File: config.mk
export PLATFORM = sky130hd
export DESIGN_NAME = uart_cmd_framer
export DESIGN_NICKNAME = d
export VERILOG_FILES = /design/src/rtl/uart_cmd_pkg.sv /design/src/rtl/uart_resp_tx.sv /design/src/rtl/uart_cmd_framer.sv
export SDC_FILE = /design/constraint.sdc
export NUM_CORES = 1
export LEC_CHECK = 0
export ABC_AREA = 1
export ABC_CLOCK_PERIOD_IN_PS = 2700
export BUFFER_PORTS_ARGS = -buffer_cell sky130_fd_sc_hd__clkbuf_2
export CORE_MARGIN = 1
export CORE_UTILIZATION = 45
export CTS_CLUSTER_SIZE = 24
export DETAILED_ROUTE_END_ITERATION = 7
export HOLD_SLACK_MARGIN = 0.1
export MAX_ROUTING_LAYER = met4
export PLACE_DENSITY = 0.75
export SYNTH_ARGS = -nofsm -noshare
export SYNTH_HDL_FRONTEND = slang
export SYNTH_HIERARCHICAL = 1
export SYNTH_SLANG_ARGS = --single-unit
File: constraint.sdc
create_clock -name clk -period 2.7 [get_ports clk]
set_clock_uncertainty 0.1 [all_clocks]
set_input_delay 0.405 -clock clk [delete_from_list [all_inputs] [get_ports clk]]
set_output_delay 0.405 -clock clk [all_outputs]
set_load 0.02 [all_outputs]
File: src/rtl/uart_cmd_pkg.sv
// Shared types and byte constants for the UART command framer.
package uart_cmd_pkg;

  typedef enum logic [2:0] {
    StHunt,
    StOpc,
    StLen,
    StArg,
    StChk,
    StIssue,
    StResp
  } state_e;

  typedef enum logic [1:0] {
    TxIdle,
    TxWait,
    TxReq,
    TxBusy
  } tx_state_e;

  localparam logic [7:0] SYNC_DEFAULT = 8'hA5;
  localparam logic [7:0] ACK_BYTE = 8'h06;
  localparam logic [7:0] NAK_BYTE = 8'h15;
  localparam int unsigned MAX_ARG_BYTES_DEFAULT = 4;

endpackage

File: src/rtl/uart_resp_tx.sv
// Response-byte handshake with the UART transmitter: waits for the transmitter to be idle,
// raises tx_req until it goes busy, then reports done when it falls idle again.
module uart_resp_tx
  import uart_cmd_pkg::*;
(
  input  logic       clk,
  input  logic       reset,
  input  logic       start,
  input  logic [7:0] resp_byte,
  input  logic       tx_active,
  output logic [7:0] tx_byte,
  output logic       tx_req,
  output logic       done
);

  tx_state_e tx_state;

  always_ff @(posedge clk) begin
    if (reset) begin
      tx_state <= TxIdle;
      tx_byte  <= 8'h00;
      tx_req   <= 1'b0;
    end else begin
      unique case (tx_state)
        TxIdle: begin
          if (start) begin
            tx_byte <= resp_byte;
            if (tx_active) begin
              tx_state <= TxWait;
            end else begin
              tx_req   <= 1'b1;
              tx_state <= TxReq;
            end
          end
        end
        TxWait: begin
          if (!tx_active) begin
            tx_req   <= 1'b1;
            tx_state <= TxReq;
          end
        end
        TxReq: begin
          if (tx_active) begin
            tx_req   <= 1'b0;
            tx_state <= TxBusy;
          end
        end
        TxBusy: begin
          if (!tx_active) tx_state <= TxIdle;
        end
        default: tx_state <= TxIdle;
      endcase
    end
  end

  // Combinational so the framer leaves RESP in the same cycle the transmitter goes idle.
  assign done = (tx_state == TxBusy) && !tx_active;

endmodule

File: src/rtl/uart_cmd_framer.sv
// Frames UART bytes into commands (SYNC, OPC, LEN, ARG..., CHK) and answers with ACK/NAK.
// Optional inter-byte timeout enabled by defining UART_CMD_FRAMER_TIMEOUT_EN.
module uart_cmd_framer
  import uart_cmd_pkg::*;
#(
  parameter int unsigned MAX_ARG_BYTES = MAX_ARG_BYTES_DEFAULT,
  parameter logic [7:0]  SYNC_BYTE = SYNC_DEFAULT,
  parameter int unsigned TIMEOUT_CYCLES = 1000000,
  localparam int unsigned ARG_W = 8 * MAX_ARG_BYTES
) (
  input  logic             clk,
  input  logic             reset,
  input  logic [7:0]       rx_data,
  input  logic             rx_valid,
  output logic             rx_clear,
  output logic             cmd_valid,
  input  logic             cmd_ready,
  output logic [7:0]       cmd_opcode,
  output logic [ARG_W-1:0] cmd_arg,
  output logic [7:0]       tx_byte,
  output logic             tx_req,
  input  logic             tx_active
);

  localparam logic [7:0] MAX_LEN = 8'(MAX_ARG_BYTES);

  state_e     state;
  logic [7:0] chk;
  logic [7:0] len;
  logic [7:0] idx;
  logic       accept;
  logic       timeout;
  logic       resp_start;
  logic [7:0] resp_byte;
  logic       resp_done;

  assign accept = rx_valid && !rx_clear &&
                  (state inside {StHunt, StOpc, StLen, StArg, StChk});

  always_comb begin
    resp_start = 1'b0;
    resp_byte  = NAK_BYTE;
    unique case (state)
      StLen:   resp_start = accept && (rx_data > MAX_LEN);
      StChk:   resp_start = accept && (rx_data != chk);
      StIssue: begin
        resp_start = cmd_ready;
        resp_byte  = ACK_BYTE;
      end
      default: ;
    endcase
  end

`ifdef UART_CMD_FRAMER_TIMEOUT_EN
  logic [31:0] to_cnt;
  logic        in_body;

  assign in_body = state inside {StOpc, StLen, StArg, StChk};
  assign timeout = in_body && !accept && (to_cnt == 32'(TIMEOUT_CYCLES - 1));

  always_ff @(posedge clk) begin
    if (reset || !in_body || accept || timeout) to_cnt <= 32'd0;
    else                                        to_cnt <= to_cnt + 32'd1;
  end
`else
  assign timeout = 1'b0;
`endif

  always_ff @(posedge clk) begin
    if (reset) begin
      state      <= StHunt;
      rx_clear   <= 1'b0;
      cmd_valid  <= 1'b0;
      cmd_opcode <= 8'h00;
      cmd_arg    <= '0;
      chk        <= 8'h00;
      len        <= 8'h00;
      idx        <= 8'h00;
    end else begin
      rx_clear <= accept;
      if (timeout) begin
        state   <= StHunt;
        cmd_arg <= '0;
        chk     <= 8'h00;
        idx     <= 8'h00;
      end else begin
        unique case (state)
          StHunt: begin
            if (accept && rx_data == SYNC_BYTE) begin
              chk   <= 8'h00;
              state <= StOpc;
            end
          end
          StOpc: begin
            if (accept) begin
              cmd_opcode <= rx_data;
              chk        <= chk ^ rx_data;
              state      <= StLen;
            end
          end
          StLen: begin
            if (accept) begin
              len     <= rx_data;
              chk     <= chk ^ rx_data;
              cmd_arg <= '0;
              idx     <= 8'h00;
              if (resp_start)           state <= StResp;
              else if (rx_data == 8'h0) state <= StChk;
              else                      state <= StArg;
            end
          end
          StArg: begin
            if (accept) begin
              cmd_arg[8*idx +: 8] <= rx_data;
              chk                 <= chk ^ rx_data;
              idx                 <= idx + 8'd1;
              if (idx == len - 8'd1) state <= StChk;
            end
          end
          StChk: begin
            if (accept) begin
              if (resp_start) begin
                state <= StResp;
              end else begin
                cmd_valid <= 1'b1;
                state     <= StIssue;
              end
            end
          end
          StIssue: begin
            if (cmd_ready) begin
              cmd_valid <= 1'b0;
              state     <= StResp;
            end
          end
          StResp: begin
            if (resp_done) begin
              chk   <= 8'h00;
              idx   <= 8'h00;
              state <= StHunt;
            end
          end
          default: state <= StHunt;
        endcase
      end
    end
  end

  uart_resp_tx u_resp_tx (
    .clk       (clk),
    .reset     (reset),
    .start     (resp_start),
    .resp_byte (resp_byte),
    .tx_active (tx_active),
    .tx_byte   (tx_byte),
    .tx_req    (tx_req),
    .done      (resp_done)
  );

endmodule

==> results.md <==
- R2R setup slack: 270 ps
- Worst Reg-to-Reg Cells: 16
- First-pass GRT wire length: 17.8 mm
- Hold path depth: 3
- Register share of total power: 35.6%
- Hold Path End: cmd_arg[0]$_SDFFE_PP0P_
- Reg2reg end: cmd_arg[19]$_SDFFE_PP0P_
- CP arrival: 2580 ps
- Final Hold Fails: 0
- Warnings from Yosys: 6
- CTS max path bufs: 2
- Hold WS: 257 ps
- H-tree depth: 3
- CTS tree: yes
- Critical path endpoint category: register
- End-of-flow core utilization: 54.6%
- DRT antenna net count: 0
- Crit. Startpoint: idx[6]$_SDFFE_PP0P_
- Fin nets: 709
- Crit path max fanout: 7
- Post-CTS setup repair buffer count: 0
- Setup WS pre-CTS: 145 ps
- Cts bufs inserted: 9
- Die area: 9670 µm²
- Most frequent cells in the layout: nand2_1 (138), nor2_1 (96), dfxtp_1 (77), clkbuf_2 (63), a21oi_1 (59)
- HP Start: rx_data[0]
- CTS sink count: 80
- Routed vias: 4,165
- Worst setup margin: 268 ps
- Switching pwr: 1750 µW
- Antenna cell count: 0
- Skew-Pair Late Insertion Delay: 360 ps
- Drt first pass iters: 7
- Switching Fraction: 41.9%
- Final Critical Period: 2430 ps
- Worst vdd ir: 0.371 mV
- Final Cycle Share: 90.1%
- Max Cap Viol: 0
- CP Launch Type: register
- Hold Path Class: primary input to register
- Max Slew Vio Count: 0
- Largest net degree at the start of global routing: 40
- DR iter-0 viols: 243
- Vias in the first global route: 3,845
- Area after DPL: 4600 µm²
- Fillers: 897
- Number of placed I/O pins: 64
- Power Density: 867 nW/µm²
- WL/cell: 13.1 µm
- Final Cell Area: 4830 µm²
- Initial antenna violation count: 0
- Layout area overhead: 15.7%
- Setup-failing EPs final: 0
- RePlAce Congestion: 0.894
- Most common cell after layout, fill and taps aside: nand2_1
- Max Clock Freq: 411 MHz
- Clock transition at path regs: 90 ps
- Static leakage: 0.00215 µW
- Initial core utilization: 47.2%
- RSZ-0062 raised after global routing: no
- Layout cells sized above 1: 18.6%
- Final setup TNS: 0 ps
- Root Buffer: clkbuf_8
- Register area share after synthesis: 38.4%
- Required time worst endpoint: 2850 ps
- Mean area per synthesized cell: 6.72 µm²
- Internal cell power: 2440 µW
- Synth cell types: 36
- Site row count: 34
- Total grt overflow: 0
- Mapped Cells: 621
- DR DRC count: 0
- Run status: finished, final reports clean
- Core Region: 8850 µm²
- Die X: 98.3 µm
- Post-DR vias/cell: 5.21
- Hpwl dp: 7.89 mm
- Post-Route WL: 10.5 mm
- CP Class: register to register
- Comb power frac: 40.2%
- Cell area after synthesis: 4180 µm²
- Clock network fraction of total power: 24.2%
- Buffers added on ports: 63
- Post-synthesis sequential element count: 80
- Die H: 98.3 µm
- RR Startpoint: idx[6]$_SDFFE_PP0P_
- Total GRT Usage: 23.5%
## repair_timing
| action | 4_1_cts | 5_1_grt |
|---|---|---|
| gates resized for setup | 0 | 6 |
| setup endpoints to repair | 0 | 32 |
| hold buffers | 0 | 0 |
| hold endpoints to repair | 0 | 0 |
## flip-flops by register name, summed over array words and instances (netlist names)
register / cells
chk: 8
cmd_arg: 32
cmd_opcode: 8
cmd_valid: 1
idx: 8
len: 8
rx_clear: 1
state: 3
u_resp_tx/tx_byte: 8
u_resp_tx/tx_req: 1
u_resp_tx/tx_state: 2
## metrics by stage
step | std cells | total power (µW)
finish | 800 | 4190
global route | 800 | 4520
CTS | 800 | 4190
detailed placement | 784 | 3180
global placement | 784 | 3130
floorplan | 624 | 2820
## power by group through the flow
| stage | Sequential [µW] | Combinational [µW] | Clock, µW |
|---|---|---|---|
| 6_report | 1490 | 1690 | 1010 |
| 5_1_grt | 1510 | 1930 | 1080 |
| 4_1_cts | 1490 | 1680 | 1020 |
| 3_5_place_dp | 1520 | 1670 | 0 |
| 3_3_place_gp | 1510 | 1630 | 0 |
| 2_1_floorplan | 1570 | 1250 | 0 |
## cells by family (layout without fill, tap and decap cells)
group	count (synthesis)	in the layout	synth area share, %
compound gates	100	100	12.7
xor+xnor	12	12	2.52
fa+ha+maj	9	9	2.70
buf+inv	79	147	7.61
flops	80	80	38.4
other cells	2	5	0.180
simple gates	339	339	35.9
## critical path, stage by stage, from the launching register on
cell     delay [ps]
dfxtp_1         330
inv_1           130
nand2_1         120
nor3_1          200
ha_1            270
nor2_1          110
nand2_1          50
nand2_1          50
nand2_1          80
nor2_4          120
nand2_1          60
nor2_1          120
nand3_1         150
nand2_2         180
inv_2            80
nor2_1          130
nor2_1           60
## worst max path at each step
stage | endpoint | slack [ps]
after CTS | cmd_arg[19]$_SDFFE_PP0P_ | 130
after detailed placement | cmd_arg[19]$_SDFFE_PP0P_ | 140
final | cmd_arg[19]$_SDFFE_PP0P_ | 270
after global routing | cmd_arg[19]$_SDFFE_PP0P_ | 20
after floorplan | cmd_arg[16]$_SDFFE_PP0P_ | 460
after global placement | cmd_arg[21]$_SDFFE_PP0P_ | 260
## metal layers
layer / global-route usage, % / vias to the layer above / share of wire, % / wire length [µm]
met3: 5.51 / 20 / 5.9 / 614
met4: 7.92 / 0 / 2.0 / 213
met2: 35.6 / 117 / 43 / 4540
met5: - / - / 0 / 0
li1: - / 2133 / - / -
met1: 30.8 / 1895 / 49 / 5120
## final cells by class
cell class	count	area, µm²	area share, %
inverter	62	233	4.82
sequential	80	1610	33.2
tap	108	135	2.80
multi-input combinational	465	2270	47.0
clock buffer	9	124	2.56
clock inverter	7	101	2.10
timing repair buffer	69	360	7.46
## synth_stat cells
cell	number	area, µm²
o21ai_0	31	155
clkbuf_1	10	37.5
inv_1	52	195
a21oi_1	59	295
a21oi_2	2	17.5
xnor2_1	7	61.3
nor3_1	12	60.1
buf_1	1	3.75
nand4_2	1	12.5
nand2_1	140	526
o211ai_1	1	7.51
and3_1	2	12.5
or2_2	1	6.26
o21bai_1	2	15.0
buf_4	3	22.5
conb_1	2	7.51
nand3_1	53	265
buf_6	1	11.3
nand3_2	1	10.0
nor2_1	96	360
xor2_1	5	43.8
a211oi_1	2	15.0
nand4_1	10	62.6
and2_1	1	6.26
nor4_2	1	12.5
nor2_2	10	62.6
o21a_1	1	7.51
inv_2	10	37.5
buf_2	2	10.0
nand2_2	3	18.8
ha_1	9	113
dfxtp_1	80	1600
nand2_4	1	11.3
nand2b_1	1	6.26
nor2_4	6	67.6
o21ai_2	2	17.5
(Power assumes the default switching activity.)
